<file path="src/rtl/pga_autorange_ctrl_pkg.sv">
// Shared definitions for the PGA auto-ranging controller: channel FSM states and gain limits.
package pga_autorange_ctrl_pkg;

  typedef enum logic [1:0] {
    ST_IDLE    = 2'd0,
    ST_SETTLE  = 2'd1,
    ST_OBSERVE = 2'd2,
    ST_DONE    = 2'd3
  } chan_state_t;

  localparam int GAIN_MIN = 0;

  function automatic int gain_max(input int gw);
    return (1 << gw) - 1;
  endfunction

endpackage

</file>
<file path="src/rtl/pga_autorange_ctrl_if.sv">
// Command/sequencer/ADC side bus of the PGA auto-ranging controller.
interface pga_autorange_ctrl_if #(
  parameter int NCH    = 2,
  parameter int GW     = 3,
  parameter int ADDR_W = 9
);
  logic                SetTrig;
  logic [NCH*GW-1:0]   CfgGain;
  logic                CfgAuto;
  logic                MeasStart;
  logic [ADDR_W-1:0]   SwitchAddr;
  logic                AdjPair;
  logic [NCH-1:0]      ADOtr;
  logic [NCH*GW-1:0]   PGA;
  logic                GainValid;
  logic [NCH-1:0]      GainChg;
  logic [NCH-1:0]      OtrSticky;
  logic [ADDR_W-1:0]   MeasIdx;

  modport master (
    output SetTrig, CfgGain, CfgAuto, MeasStart, SwitchAddr, AdjPair, ADOtr,
    input  PGA, GainValid, GainChg, OtrSticky, MeasIdx
  );

  modport slave (
    input  SetTrig, CfgGain, CfgAuto, MeasStart, SwitchAddr, AdjPair, ADOtr,
    output PGA, GainValid, GainChg, OtrSticky, MeasIdx
  );
endinterface

</file>
<file path="src/rtl/pga_autorange_ctrl_chan_fsm.sv">
// One PGA channel: gain register, settle/window counters and overrange stepping FSM.
module pga_chan_fsm
  import pga_autorange_ctrl_pkg::*;
#(
  parameter int GW         = 3,
  parameter int DEF_GAIN   = 3,
  parameter int SETTLE_CYC = 64,
  parameter int WIN_CYC    = 256,
  parameter int OTR_LIM    = 4
) (
  input  logic          CLK,
  input  logic          RST,
  input  logic          meas_start,
  input  logic          set_manual,
  input  logic          auto_en,
  input  logic [GW-1:0] base,
  input  logic [GW-1:0] man_gain,
  input  logic          otr,
  output logic [GW-1:0] gain,
  output logic          done,
  output logic          chg,
  output logic          sticky
);

  localparam int CW = $clog2((WIN_CYC > SETTLE_CYC) ? WIN_CYC : SETTLE_CYC);
  localparam int OW = $clog2(OTR_LIM + 1);

  chan_state_t   state;
  logic [CW-1:0] cnt;
  logic [OW-1:0] otr_cnt;
  logic [OW-1:0] otr_nxt;
  logic          win_end;
  logic          over;
  logic          at_floor;

  function automatic logic [OW-1:0] otr_sat_inc(input logic [OW-1:0] c, input logic hit);
    return (hit && (c != OW'(OTR_LIM))) ? c + 1'b1 : c;
  endfunction

  function automatic logic [GW-1:0] gain_dec(input logic [GW-1:0] g);
    return (g == GW'(GAIN_MIN)) ? g : g - 1'b1;
  endfunction

  assign otr_nxt  = otr_sat_inc(otr_cnt, otr);
  assign win_end  = (state == ST_OBSERVE) && (cnt == CW'(WIN_CYC - 1));
  assign over     = (otr_nxt >= OW'(OTR_LIM));
  assign at_floor = (gain == GW'(GAIN_MIN));
  assign done     = (state == ST_DONE);

  always_ff @(posedge CLK or negedge RST) begin
    if (!RST) begin
      state   <= ST_IDLE;
      cnt     <= '0;
      otr_cnt <= '0;
      gain    <= GW'(DEF_GAIN);
      chg     <= 1'b0;
      sticky  <= 1'b0;
    end else begin
      chg <= 1'b0;
      if (meas_start) begin
        state   <= ST_SETTLE;
        cnt     <= '0;
        otr_cnt <= '0;
        sticky  <= 1'b0;
        if (set_manual)   gain <= man_gain;
        else if (auto_en) gain <= base;
      end else if (set_manual) begin
        // A manual gain change invalidates any settling already done.
        gain <= man_gain;
        if ((state == ST_SETTLE) || (state == ST_OBSERVE)) begin
          state   <= ST_SETTLE;
          cnt     <= '0;
          otr_cnt <= '0;
        end
      end else begin
        case (state)
          ST_SETTLE: begin
            if (cnt == CW'(SETTLE_CYC - 1)) begin
              state   <= ST_OBSERVE;
              cnt     <= '0;
              otr_cnt <= '0;
            end else begin
              cnt <= cnt + 1'b1;
            end
          end
          ST_OBSERVE: begin
            cnt     <= cnt + 1'b1;
            otr_cnt <= otr_nxt;
            if (win_end) begin
              cnt     <= '0;
              otr_cnt <= '0;
              if (over && at_floor) begin
                sticky <= 1'b1;
                state  <= ST_DONE;
              end else if (over && auto_en) begin
                gain  <= gain_dec(gain);
                chg   <= 1'b1;
                state <= ST_SETTLE;
              end else begin
                state <= ST_DONE;
              end
            end
          end
          default: ;
        endcase
      end
    end
  end

endmodule

</file>
<file path="src/rtl/pga_autorange_ctrl.sv">
// Multi-channel PGA gain controller with per-measurement auto-ranging on ADC overrange.
// Optional PGA_ADJ_BOOST_EN: non-adjacent pairs start one gain code above the commanded base.
module pga_autorange_ctrl
  import pga_autorange_ctrl_pkg::*;
#(
  parameter int NCH        = 2,
  parameter int GW         = 3,
  parameter int DEF_GAIN   = 3,
  parameter int SETTLE_CYC = 64,
  parameter int WIN_CYC    = 256,
  parameter int OTR_LIM    = 4,
  parameter int ADDR_W     = 9
) (
  input  logic                 CLK,
  input  logic                 RST,
  pga_autorange_ctrl_if.slave  bus
);

  logic [NCH*GW-1:0] base_r;
  logic              auto_r;
  logic              auto_sel;
  logic              set_manual;
  logic [NCH-1:0]    done;
  logic              gain_valid;
  logic [ADDR_W-1:0] meas_idx;

  function automatic logic [GW-1:0] gain_sat_inc(input logic [GW-1:0] g);
    return (g == GW'(gain_max(GW))) ? g : g + 1'b1;
  endfunction

  // A SetTrig coincident with MeasStart supplies the configuration for that measurement.
  assign auto_sel   = bus.SetTrig ? bus.CfgAuto : auto_r;
  assign set_manual = bus.SetTrig & ~bus.CfgAuto;

  for (genvar ch = 0; ch < NCH; ch++) begin : g_chan
    logic [GW-1:0] base_sel;
    logic [GW-1:0] base_eff;

    assign base_sel = bus.SetTrig ? bus.CfgGain[ch*GW +: GW] : base_r[ch*GW +: GW];
`ifdef PGA_ADJ_BOOST_EN
    assign base_eff = bus.AdjPair ? base_sel : gain_sat_inc(base_sel);
`else
    assign base_eff = base_sel;
`endif

    pga_chan_fsm #(
      .GW         (GW),
      .DEF_GAIN   (DEF_GAIN),
      .SETTLE_CYC (SETTLE_CYC),
      .WIN_CYC    (WIN_CYC),
      .OTR_LIM    (OTR_LIM)
    ) u_chan (
      .CLK        (CLK),
      .RST        (RST),
      .meas_start (bus.MeasStart),
      .set_manual (set_manual),
      .auto_en    (auto_sel),
      .base       (base_eff),
      .man_gain   (bus.CfgGain[ch*GW +: GW]),
      .otr        (bus.ADOtr[ch]),
      .gain       (bus.PGA[ch*GW +: GW]),
      .done       (done[ch]),
      .chg        (bus.GainChg[ch]),
      .sticky     (bus.OtrSticky[ch])
    );
  end

  always_ff @(posedge CLK or negedge RST) begin
    if (!RST) begin
      base_r     <= {NCH{GW'(DEF_GAIN)}};
      auto_r     <= 1'b0;
      gain_valid <= 1'b0;
      meas_idx   <= '0;
    end else begin
      if (bus.SetTrig) begin
        base_r <= bus.CfgGain;
        auto_r <= bus.CfgAuto;
      end
      if (bus.MeasStart) meas_idx <= bus.SwitchAddr;
      gain_valid <= bus.MeasStart ? 1'b0 : &done;
    end
  end

  assign bus.GainValid = gain_valid;
  assign bus.MeasIdx   = meas_idx;

endmodule

</file>
<file path="src/flat_wrapper.sv">
// flat-port wrapper written by rule: the top's interface ports become plain ports
module pga_autorange_ctrl_flat import pga_autorange_ctrl_pkg::*;
#(
  parameter int NCH        = 2,
  parameter int GW         = 3,
  parameter int DEF_GAIN   = 3,
  parameter int SETTLE_CYC = 64,
  parameter int WIN_CYC    = 256,
  parameter int OTR_LIM    = 4,
  parameter int ADDR_W     = 9
)
  (CLK, RST, bus_SetTrig, bus_CfgGain, bus_CfgAuto, bus_MeasStart, bus_SwitchAddr, bus_AdjPair, bus_ADOtr, bus_PGA, bus_GainValid, bus_GainChg, bus_OtrSticky, bus_MeasIdx);
  pga_autorange_ctrl_if #(.NCH(NCH), .GW(GW), .ADDR_W(ADDR_W)) bus_i ();
  input  logic CLK;
  input  logic RST;
  input wire logic [$bits(bus_i.SetTrig)-1:0] bus_SetTrig;
  input wire logic [$bits(bus_i.CfgGain)-1:0] bus_CfgGain;
  input wire logic [$bits(bus_i.CfgAuto)-1:0] bus_CfgAuto;
  input wire logic [$bits(bus_i.MeasStart)-1:0] bus_MeasStart;
  input wire logic [$bits(bus_i.SwitchAddr)-1:0] bus_SwitchAddr;
  input wire logic [$bits(bus_i.AdjPair)-1:0] bus_AdjPair;
  input wire logic [$bits(bus_i.ADOtr)-1:0] bus_ADOtr;
  output wire logic [$bits(bus_i.PGA)-1:0] bus_PGA;
  output wire logic [$bits(bus_i.GainValid)-1:0] bus_GainValid;
  output wire logic [$bits(bus_i.GainChg)-1:0] bus_GainChg;
  output wire logic [$bits(bus_i.OtrSticky)-1:0] bus_OtrSticky;
  output wire logic [$bits(bus_i.MeasIdx)-1:0] bus_MeasIdx;
  assign bus_i.SetTrig = bus_SetTrig;
  assign bus_i.CfgGain = bus_CfgGain;
  assign bus_i.CfgAuto = bus_CfgAuto;
  assign bus_i.MeasStart = bus_MeasStart;
  assign bus_i.SwitchAddr = bus_SwitchAddr;
  assign bus_i.AdjPair = bus_AdjPair;
  assign bus_i.ADOtr = bus_ADOtr;
  assign bus_PGA = bus_i.PGA;
  assign bus_GainValid = bus_i.GainValid;
  assign bus_GainChg = bus_i.GainChg;
  assign bus_OtrSticky = bus_i.OtrSticky;
  assign bus_MeasIdx = bus_i.MeasIdx;
  pga_autorange_ctrl #(.NCH(NCH), .GW(GW), .DEF_GAIN(DEF_GAIN), .SETTLE_CYC(SETTLE_CYC), .WIN_CYC(WIN_CYC), .OTR_LIM(OTR_LIM), .ADDR_W(ADDR_W)) u_core (.CLK(CLK), .RST(RST), .bus(bus_i));
endmodule
</file>
<file path="config.mk">
export PLATFORM = sky130hd
export DESIGN_NAME = pga_autorange_ctrl_flat
export DESIGN_NICKNAME = d
export VERILOG_FILES = /design/src/rtl/pga_autorange_ctrl_pkg.sv /design/src/rtl/pga_autorange_ctrl_if.sv /design/src/rtl/pga_autorange_ctrl_chan_fsm.sv /design/src/rtl/pga_autorange_ctrl.sv /design/src/flat_wrapper.sv
export SDC_FILE = /design/constraint.sdc
export NUM_CORES = 1
export LEC_CHECK = 0
export CAP_MARGIN = 20
export CORE_ASPECT_RATIO = 0.6
export CORE_MARGIN = 4
export CORE_UTILIZATION = 49
export DETAILED_ROUTE_END_ITERATION = 8
export GPL_TIMING_DRIVEN = 0
export PLACE_DENSITY = 0.73
export SETUP_SLACK_MARGIN = 0.3
export SYNTH_ARGS = -nofsm -noshare
export SYNTH_HDL_FRONTEND = slang
export SYNTH_SLANG_ARGS = --single-unit
</file>
<file path="constraint.sdc">
create_clock -name CLK -period 1.97 [get_ports CLK]
set_input_delay 0.591 -clock CLK [delete_from_list [all_inputs] [get_ports CLK]]
set_output_delay 0.591 -clock CLK [all_outputs]
set_load 0.02 [all_outputs]
</file>
* Yosys cells after proc, flatten, opt, wreduce, memory -nomap -nowiden
Index checks and enable logic that the tools add are counted.
Storage, ports and cells: register bits 53, bits in latches 0, RAM bits 0, bits in read-only memories 0, output and inout port bits 20, memories 0
Cells by class: add/sub/neg operators 6, multipliers 0, div/mod/pow operators 0, $lt $le $gt $ge 2, equal/unequal tests 24, shift-type cells 0, multiplexer cells 86, bitwise logic cells 2, reduce and logical (&&, ||, !) cells 37
Operator list (number):
- $mux 3 | 32
- $mux 8 | 10
- $pmux 8 s2 | 2
- $mux 2 | 14
- $mux 1 | 24
- $reduce_bool 3->1 | 6
- $add 8x1->8 const B | 2
- $eq 8x6->1 const B | 2
- $eq 8x8->1 const B | 2
- $reduce_and 4->1 | 4
- $ne 3x3->1 const B | 5
- $pmux 3 s2 | 2
- $reduce_and 6->1 | 2
- $reduce_bool 2->1 | 6
- $ne 3x2->1 const B | 3
- $eq 2x2->1 const B | 4
- $logic_and 1x1->1 | 8
- $ne 4x3->1 const B | 2
- $pmux 2 s2 | 2
- $reduce_bool 4->1 | 2
- $add 3x1->3 const B | 2
- $ge 3x3->1 const B | 2
- $logic_not 3->1 | 2
- $reduce_and 2->1 | 3
- 10 further kinds | 14

* Depth between registers and ports, before layout
Gate-level depths: netlist of the first run.
depth in word-level cells 11, gate-level depth with buffers 8

* By module
Synthesis of the first run repeated with hierarchy kept, for this count alone.
Second synthesis, totals: cells, all modules 293, area, all modules 3144.3 µm²
By module, submodules not included:
- pga_chan_fsm (u_core.g_chan[1].u_chan) | times used 1, cells an instance 131, area each 1272.5 µm²
- pga_chan_fsm (u_core.g_chan[0].u_chan) | times used 1, cells an instance 125, area each 1162.4 µm²
- pga_autorange_ctrl | times used 1, cells an instance 37, area each 709.4 µm²

* Worst setup path before layout of the first run
No wires, ideal clock.
kind reg-to-reg, start point register u_core.g_chan[0].u_chan.gain[0], end point register u_core.g_chan[0].u_chan.gain[2], data arrival time 2045 ps, path slack -201 ps, cell stages (with the launch flop) 7, buffers on the path 0, period minus slack after synthesis 2171 ps, cells stage by stage dfstp_2 > inv_1 > ha_1 > and2b_2 > or4_4 > a21oi_4 > mux2_4
On the way: cells in the longest elaborated chain, start to end 8, elaborated cells between the ends (all ways) 13
RTL lines:
- from (decl) | RTL line pga_autorange_ctrl_chan_fsm.sv:19 | output logic [GW-1:0] gain,
- from (signal assigned) | RTL line pga_autorange_ctrl_chan_fsm.sv:55 | gain <= GW'(DEF_GAIN);
- from (signal assigned) | RTL line pga_autorange_ctrl_chan_fsm.sv:65 | if (set_manual) gain <= man_gain;
- from (signal assigned) | RTL line pga_autorange_ctrl_chan_fsm.sv:66 | else if (auto_en) gain <= base;
- $sub 3x1->3 | RTL line pga_autorange_ctrl_chan_fsm.sv:41 | return (g == GW'(GAIN_MIN)) ? g : g - 1'b1;
- $mux 3 | RTL line pga_autorange_ctrl_chan_fsm.sv:41
- $mux 3 | RTL line pga_autorange_ctrl_chan_fsm.sv:95 | end else if (over && auto_en) begin
- $mux 3 | RTL line pga_autorange_ctrl_chan_fsm.sv:92 | if (over && at_floor) begin
- $mux 3 | RTL line pga_autorange_ctrl_chan_fsm.sv:89 | if (win_end) begin
- $mux 3 | RTL line pga_autorange_ctrl_chan_fsm.sv:76 | case (state)
- $mux 3 | RTL line pga_autorange_ctrl_chan_fsm.sv:67 | end else if (set_manual) begin
- $mux 3 | RTL line pga_autorange_ctrl_chan_fsm.sv:60 | if (meas_start) begin
Parallel ways exist; a longest one is shown, timed or not. The select of a mux whose other input is x is not followed. A chain may end at the register's enable or synchronous reset.

* Final worst setup path of the first run
start point register u_core.g_chan[0].u_chan.cnt[1], end point register u_core.g_chan[0].u_chan.gain[2]
On the way: cells in the longest elaborated chain, start to end 4
RTL lines:
- from (decl) | RTL line pga_autorange_ctrl_chan_fsm.sv:29 | logic [CW-1:0] cnt;
- from (signal assigned) | RTL line pga_autorange_ctrl_chan_fsm.sv:83 | cnt <= cnt + 1'b1;
- from (signal assigned) | RTL line pga_autorange_ctrl_chan_fsm.sv:87 | cnt <= cnt + 1'b1;
- $eq 8x8->1 | RTL line pga_autorange_ctrl_chan_fsm.sv:45 | assign win_end = (state == ST_OBSERVE) && (cnt == CW'(WIN_CYC - 1));
- $logic_and 1x1->1 | RTL line pga_autorange_ctrl_chan_fsm.sv:45
- $reduce_bool 3->1 (no line)
- $reduce_and 6->1 (no line)
Every way passes these cells.

==> results.ini, run 1 <==
[run_status]
status=finished with violations
failed_checks=setup timing

[route]
ant_nets=0
drt_iter0_drc=260
num_vias=2703
via_per_inst=5.776
wl_per_cell_um=19.49
wirelength_mm=9.119
drt-pass1-iter-count=5
drcViolationCount=0

[setup_path]
rrSetupSlack_ns=-0.16
reg2reg_from=u_core.g_chan[0].u_chan.cnt[1]
endpoint_kind=flip-flop
worstPathMaxFanout=3
cp.required_ns=2.18
path_class=reg -> reg
ff2ff_path_depth=6
arrival_ns=2.34
crit_start=u_core.g_chan[0].u_chan.cnt[1]
critPathLaunchType=flip-flop

[flow_run]
drv_cap=0

[floorplan]
dieArea_sq_mm=0.007373
fp.dieH_um=68.13
core_sq_mm=0.005702
fp.dieW_um=108.2
num_io_pins=43
initial_core_util_pct=51.79
floorplan.rows=21

[timing]
setup_ws_ns=-0.1608
finalSetupViolCount=6
tightestPinTransition_ns=0.5715
hold_viol_final=0
fin_crit_sh_pct=108.2
skew_ns=0.01856
rsz0062_at_grt=true
fmax_ghz=0.4693
period_needed_ns=2.131
whs_ns=0.2524
drv_slew=0
relSlewSlack_pct=61.90

[logic_synthesis]
synthTopCellsByArea=dfrtp_1 (38%), mux2_2 (7.2%), dfstp_2 (7.1%), ha_1 (6.8%), nand2_1 (3.3%)
synth_edf_count=0
synthArstFlopShare_pct=100.0
synth_area_leader_cell=dfrtp_1
ys.flop_type=dfrtp_1
synth_seq_cells=53
synth.net_count=328
synth_top_area_share_pct=38.14
synthCells=289
yosysWarningCount=0
ys_types=58
synthesis.area_sq_mm=0.002953
seq_area_frac_synth_pct=45.25
synth_area_per_cell_sq_um=10.22

[final_layout]
area_growth_pct=51.82
final_cell_mix=dfrtp_1 (41), buf_4 (40), nand2_1 (19), buf_6 (18)
finalNetCount=426
fillers=324
final_common_cell=dfrtp_1
antenna_cells_inserted=0
drive_above_1_share_pct=48.97
fin_cells=468

[pwr]
ir_drop_mv=0.5043
powerDensity_mw_per_mm2=984.9
power_leakage_nw=1.951
finalPower_mw=4.415

[clock_tree]
clockRootBuffer=clkbuf_8
clkSinkCount=53
hold_buffers=0
cts.reportedPaths.clkPinSlew_ns=0.10
htree_levels=2
tritoncts=built
clock_path_buffers=2
insertion_delay_ns=0.32
cts_made_buffers=5

[worst_hold_path]
worstHoldPathType=in -> async

[grt]
antenna_found_initial=0
grt_usage_pct=23.19
grt_max_degree=31
grt_overflow=0
grt_pass1_vias=2557
grt_pass1_wl_mm=13.09

[placement]
place_inst=410
hpwl_mm=4.841
gp_congestion=0.8784
port_buffers=40

[Yosys cell counts (3+ instances only)]
master and count:
a211oi_1 4, a21oi_1 13, a22o_1 3, and3_1 7, buf_2 4, buf_4 6, dfrtp_1 45, dfstp_2 8
ha_1 16, inv_1 16, mux2_2 19, mux2_4 3, nand2_1 26, nand2b_1 3, nand3_1 7, nor2_1 24
nor3_1 6, o21ai_0 18, o31ai_1 3, o41ai_1 3, or2_2 3, or3_1 3, xnor2_1 3, xor2_1 3
[logic make-up after synthesis]
kind of cell | synth area share (%)
buffers and inverters | 4.746
AOI/OAI and AO/OA | 15.51
xor gates and xnor gates | 1.780
adders and majority gates | 6.780
muxes | 9.915
and+or+nand+nor | 16.02
DFF | 45.25
[state kept, by name (all words and copies together) (netlist names)]
signal and cells:
u_core.auto_r 1, u_core.base_r 6, u_core.bus.GainValid 1, u_core.bus.MeasIdx 9, u_core.g_chan.u_chan.chg 2, u_core.g_chan.u_chan.cnt 16, u_core.g_chan.u_chan.gain 6, u_core.g_chan.u_chan.otr_cnt 6
u_core.g_chan.u_chan.state 4, u_core.g_chan.u_chan.sticky 2
[stage by stage]
step	cell area (sq um)	TNS, ns	utilization (%)	setup WS, ns
after floorplan	3054	-0.2984	-	-0.1573
after global placement	3555	-81.87	62.34	-1.317
after detailed placement	3570	-17.40	62.61	-0.8558
after CTS	4199	-0.5797	73.64	-0.1396
after global routing	4483	-1.019	78.63	-0.2269
final	4483	-0.5677	78.63	-0.1608
[power breakdown]
part	leakage [nW]	switching, mW	internal [mW]	total [mW]
Sequential	0.663	0.162	1.26	1.42
Clock	0.0552	0.388	0.379	0.767
Combinational	1.23	1.07	1.16	2.23
[critical path: stages (launching register included)]
cell	delay (ns)
dfrtp_1	0.42
ha_4	0.17
nand3_4	0.07
or3_4	0.40
or4_4	0.46
a21oi_4	0.19
mux2_4	0.31
[layout make-up]
| class | instances | area [sq um] | share of cell area [%] |
|---|---|---|---|
| Buffer | 13 | 120.1 | 2.679 |
| Clock buffer | 6 | 72.57 | 1.619 |
| Clock inverter | 2 | 35.03 | 0.7815 |
| Inverter | 17 | 76.32 | 1.702 |
| Multi-Input combinational cell | 206 | 1914 | 42.70 |
| Sequential cell | 53 | 1341 | 29.92 |
| Tap cell | 80 | 100.1 | 2.233 |
| Timing Repair Buffer | 91 | 823.3 | 18.36 |
[per-layer routing]
metal	track usage, %	wire, um	part of all wire [%]	vias up
li1	-	-	-	1220
met1	33.35	4132	45	1338
met2	34.60	4209	46	123
met3	5.467	560	6.1	22
met4	7.874	217	2.4	0
met5	0	0	0	-
[worst paths after layout]
path | end
max reg2reg | u_core.g_chan[0].u_chan.gain[2]
max | u_core.g_chan[0].u_chan.gain[2]
max in group asynchronous | u_core.base_r[0]
min in group CLK | u_core.bus.MeasIdx[7]
min | u_core.bus.MeasIdx[6]
min reg2reg | u_core.bus.MeasIdx[7]
[timing repair]
item	CTS	global route
hold endpoints to repair	0	0
gates resized for setup	113	53
pin swaps	17	26
setup buffers	35	15
setup endpoints to repair	65	42
Power figures use the tool's default switching activity.
==> run 2, diff against run 1 <==
- CAP_MARGIN: 20 -> not set
- CORE_MARGIN: 4 -> not set
- CORE_UTILIZATION: 49 -> 45
- PLACE_DENSITY: 0.73 -> 0.68
==> run 2 against run 1 <==
The flow still finishes with violations (setup timing); utilization shrank 9.7 points; first-iteration DRC count shrank 47%; sequential power about the same; total power down 10%; via count shrank 6.5%; sequential share of layout area rose by 1.3 points; register-to-register slack hardly changed; worst hold slack better by 0.0067 ns; critical endpoint is now u_core.g_chan[0].u_chan.gain[0]; largest cell class unchanged.
==> results.ini, run 2 (synthesis gave the netlist of run 1 again) <==
[run_status]
status=finished with violations
failed_checks=setup timing

[clock_tree]
clock_path_buffers=2
tritoncts=built
cts.reportedPaths.clkPinSlew_ns=0.10
hold_buffers=0
insertion_delay_ns=0.32
clockRootBuffer=clkbuf_8
clkSinkCount=53
htree_levels=2
cts_made_buffers=5

[grt]
grt_max_degree=30
grt_usage_pct=23.77
grt_overflow=0
grt_pass1_wl_mm=12.66
antenna_found_initial=0
grt_pass1_vias=2546

[final_layout]
final_cell_mix=dfrtp_1 (44), buf_4 (34), nand2_1 (22), nor2_1 (18), mux2_2 (17)
area_growth_pct=45.13
largest_reg_flops=16
antenna_cells_inserted=0
top_register=u_core.g_chan.u_chan.cnt
drive_above_1_share_pct=44.27
finalNetCount=413
finish.instance_area_sq_mm=0.004285
final_common_cell=dfrtp_1
final_util_pct=68.89

[setup_path]
crit_path_cell_trace=inv_2, ha_4, and2b_2, or4_4, buf_6, o31a_1, o211ai_2
rrSetupSlack_ns=-0.17
reg2reg_from=u_core.g_chan[0].u_chan.gain[0]
arrival_ns=2.40
critPathLaunchType=flip-flop
cp.required_ns=2.23
endpoint_kind=flip-flop
worst_path_max_delay_cell=dfstp_2
ff2ff_path_depth=7
slowest_delay_ns=0.58
worstPathMaxFanout=2
path_class=reg -> reg
reg2reg_to=u_core.g_chan[0].u_chan.gain[0]

[placement]
post-place-ws_ns=-0.8599
hpwl_mm=4.833
place_area_sq_mm=0.003575
port_buffers=40
gp_congestion=0.8559

[floorplan]
core_sq_mm=0.006221
num_io_pins=43
floorplan.rows=22
fp.dieW_um=106.6
fp.dieH_um=64.75
initial_core_util_pct=47.47
dieArea_sq_mm=0.006900

[pwr]
powerDensity_mw_per_mm2=922.7
ir_drop_mv=0.4462
finalPower_mw=3.954
power_leakage_nw=1.854

[route]
via_per_inst=5.508
ant_nets=0
drt_iter0_drc=138
wl_per_cell_um=16.30
drcViolationCount=0
wirelength_mm=7.482
num_vias=2528
drt-pass1-iter-count=4

[timing]
skew_ns=0.01191
rsz0062_at_grt=true
relSlewSlack_pct=60.10
tightestPinTransition_ns=0.5985
fin_crit_sh_pct=108.5
drv_slew=0
hold_viol_final=0
finalSetupViolCount=5
setup_ws_ns=-0.1673
whs_ns=0.2591
period_needed_ns=2.137
fmax_ghz=0.4679

[worst_hold_path]
worstHoldPathType=in -> async

[flow_run]
drv_cap=0

## run 2: area by class of cell
class | count | area, sq um
fillers | 487 | 1936
multi-input cells | 206 | 1858
flip-flops and latches | 53 | 1338
repair buffers | 78 | 686.9
plain buffers | 13 | 121.4
well taps | 84 | 105.1
clock buffers | 6 | 82.58
inverters | 17 | 76.32
clock inverters | 2 | 17.52
## run 2: metrics by stage
| stage | cells | setup TNS [ns] |
|---|---|---|
| 2_1_floorplan | 289 | -0.2984 |
| 3_3_place_gp | 413 | -84.97 |
| 3_5_place_dp | 414 | -17.93 |
| 4_1_cts | 453 | -0.4273 |
| 5_1_grt | 459 | -1.064 |
| 6_report | 459 | -0.5240 |
## run 2: worst max-delay path, delay by kind of cell, from the launching register on
family	cells	cell delay [ns]
AND/OR/NAND/NOR	2	0.72
flip-flops	1	0.58
AO/OA/AOI/OAI	2	0.43
buffers and inverters	2	0.20
adder cells (fa/ha/maj)	1	0.15
## run 2: routing by layer
layer,share of wire [%],up-vias,GRT usage [%]
li1,-,1197,-
met1,50,1238,34.02
met2,43,86,36.61
met3,5.8,7,5.433
met4,0.91,0,5.651
met5,0,-,0
## run 2: timing repair
action / in CTS / in global routing
setup endpoints to repair: 65 / 46
gates resized for setup: 124 / 27
setup buffers: 31 / 6
gates cloned: 0 / 0
pin swaps: 21 / 9
## run 2: worst max path at each step
stage                                     start                                 end  slack (ns)  cells past startpoint
6_report        u_core.g_chan[0].u_chan.gain[0]     u_core.g_chan[0].u_chan.gain[0]       -0.17                      7
3_3_place_gp                                RST  u_core.g_chan[1].u_chan.otr_cnt[1]       -1.37                      1
4_1_cts          u_core.g_chan[0].u_chan.cnt[0]     u_core.g_chan[0].u_chan.gain[0]       -0.15                      7
5_1_grt        u_core.g_chan[0].u_chan.state[0]     u_core.g_chan[0].u_chan.gain[0]       -0.23                      8
3_5_place_dp                      bus_MeasStart     u_core.g_chan[1].u_chan.gain[0]       -0.86                      7
2_1_floorplan  u_core.g_chan[0].u_chan.state[0]     u_core.g_chan[0].u_chan.gain[2]       -0.16                      7
## run 2: report_power, final
part / switching (mW) / internal [mW] / leakage (nW)
sequential: 0.155 / 1.26 / 0.668
combinational: 0.873 / 0.982 / 1.13
clock: 0.393 / 0.293 / 0.0518
total: 1.42 / 2.53 / 1.85
==> run 3, diff against run 2 <==
- SETUP_SLACK_MARGIN: 0.3 -> not set
==> run 3 against run 2 <==
The flow still finishes with violations (setup timing); fmax shrank 1.8%; global-route usage shrank 1.6 points; setup slack got worse by 0.039 ns; critical path type unchanged.
==> results.ini, run 3 (synthesis gave the netlist of run 1 again) <==
[setup_path]
worstPathMaxFanout=4
crit_path_cell_trace=ha_4, nand3_4, or3_1, or4_4, a21oi_4, mux2_4
critPathLaunchType=flip-flop
path_class=reg -> reg
worst_path_max_delay_cell=or4_4
endpoint_kind=flip-flop
arrival_ns=2.39
slowest_delay_ns=0.53
crit_buf_inv=0
path_delay_family=simple AND/OR/NAND/NOR gates
cp.required_ns=2.19

[route]
drcViolationCount=0
drt-pass1-iter-count=4
ant_nets=0
met3_wirelength_um=342
dr_wl_met2_mm=3.249
drt-met1-wl_mm=3.321
num_vias=2435
wirelength_mm=6.996
via_per_inst=5.484
top_layer_used=met4
wl_per_cell_um=15.76
drt_iter0_drc=104

[pwr]
clkPwrFrac_pct=19.2
pwr-share-comb_pct=42.1
switching_share_pct=35.21
powerDensity_mw_per_mm2=900.6
power_leakage_nw=1.726
finalPower_mw=3.596
ir_drop_mv=0.4910
p_seq_share_pct=38.7
p_int_mw=2.330
netSwitchingPower_mw=1.266

[grt]
grt_max_degree=30
grt_overflow=0
grt_usage_pct=22.15
grt_pass1_vias=2525
grt_pass1_wl_mm=11.90
antenna_found_initial=0

[placement]
place_area_sq_mm=0.003513
hpwl_mm=4.646
post-place-ws_ns=-0.8755
gp_congestion=0.8916
port_buffers=40
place_inst=414

[final_layout]
largest_reg_flops=16
drive_above_1_share_pct=32.50
area_growth_pct=35.21
fillers=523
fin_cells=444
final_common_cell=dfrtp_1
antenna_cells_inserted=0
finish.instance_area_sq_mm=0.003993
final_util_pct=64.18
final_cell_mix=dfrtp_1 (42), clkdlybuf4s50_1 (29), nand2_1 (25), buf_4 (25), nor2_1 (21)
finalNetCount=398
top_register=u_core.g_chan.u_chan.cnt

[timing]
setup_ws_ns=-0.2060
period_needed_ns=2.176
skew_ns=0.006638
drv_slew=0
fin_crit_sh_pct=110.5
finalSetupTns_ns=-0.6322
tightestPinTransition_ns=0.6121
relSlewSlack_pct=59.19
hold_viol_final=0
rsz0062_at_grt=true
fmax_ghz=0.4596
finalSetupViolCount=6
whs_ns=0.2678

[clock_tree]
clockRootBuffer=clkbuf_8
cts.reportedPaths.clkPinSlew_ns=0.10
insertion_delay_ns=0.32
cts_made_buffers=5
tritoncts=built
clkSinkCount=53
clock_path_buffers=2
htree_levels=2

[floorplan]
dieArea_sq_mm=0.006900
core_sq_mm=0.006221
num_io_pins=43
fp.dieW_um=106.6
fp.dieH_um=64.75
floorplan.rows=22
initial_core_util_pct=47.47

[worst_hold_path]
worstHoldPathType=in -> async

[run_status]
failed_checks=setup timing
status=finished with violations

[flow_run]
drv_cap=0

[run 3: final cells by class]
type / instances / area (sq um) / area share [%]
sequential: 53 / 1340 / 33.56
tap: 84 / 105.1 / 2.632
clock inverter: 1 / 5.005 / 0.1254
clock buffer: 7 / 96.34 / 2.413
inverter: 17 / 76.32 / 1.912
timing repair buffer: 63 / 575.6 / 14.42
multi-input combinational: 206 / 1695 / 42.46
buffer: 13 / 98.84 / 2.476
[run 3: metal layers]
layer  vias up  track usage [%]
met5         -                0
met4         0            6.678
met3         8            5.433
met2        44            36.13
met1      1208            29.29
li1       1175                -
[run 3: repair_timing]
item                                    in CTS  in global routing
setup buffers                               11                 12
hold buffers                                 0                  0
pin swaps                                   11                 10
gates resized for setup                     36                 21
endpoints found under the setup margin      35                 26
[run 3: final timing paths]
check                                                startpoint                         endpoint  slack, ns  cells after the start
worst min register to register  u_core.g_chan[1].u_chan.gain[1]  u_core.g_chan[1].u_chan.gain[1]       0.51                      2
worst min-delay path                                        RST   u_core.g_chan[0].u_chan.sticky       0.27                      1
worst max register to register   u_core.g_chan[0].u_chan.cnt[0]  u_core.g_chan[0].u_chan.gain[2]      -0.21                      6
worst max-delay path             u_core.g_chan[0].u_chan.cnt[0]  u_core.g_chan[0].u_chan.gain[2]      -0.21                      6
min in group CLK                u_core.g_chan[1].u_chan.gain[1]  u_core.g_chan[1].u_chan.gain[1]       0.51                      2
max in group asynchronous                                   RST                 u_core.base_r[3]       1.06                      2
[run 3: power groups by stage]
stage | Sequential [mW] | Combinational (mW) | Clock, mW
global placement | 1.40 | 1.20 | 0
global route | 1.42 | 1.66 | 0.750
detailed placement | 1.40 | 1.22 | 0
floorplan | 1.44 | 0.817 | 0
finish | 1.39 | 1.51 | 0.690
CTS | 1.39 | 1.36 | 0.710
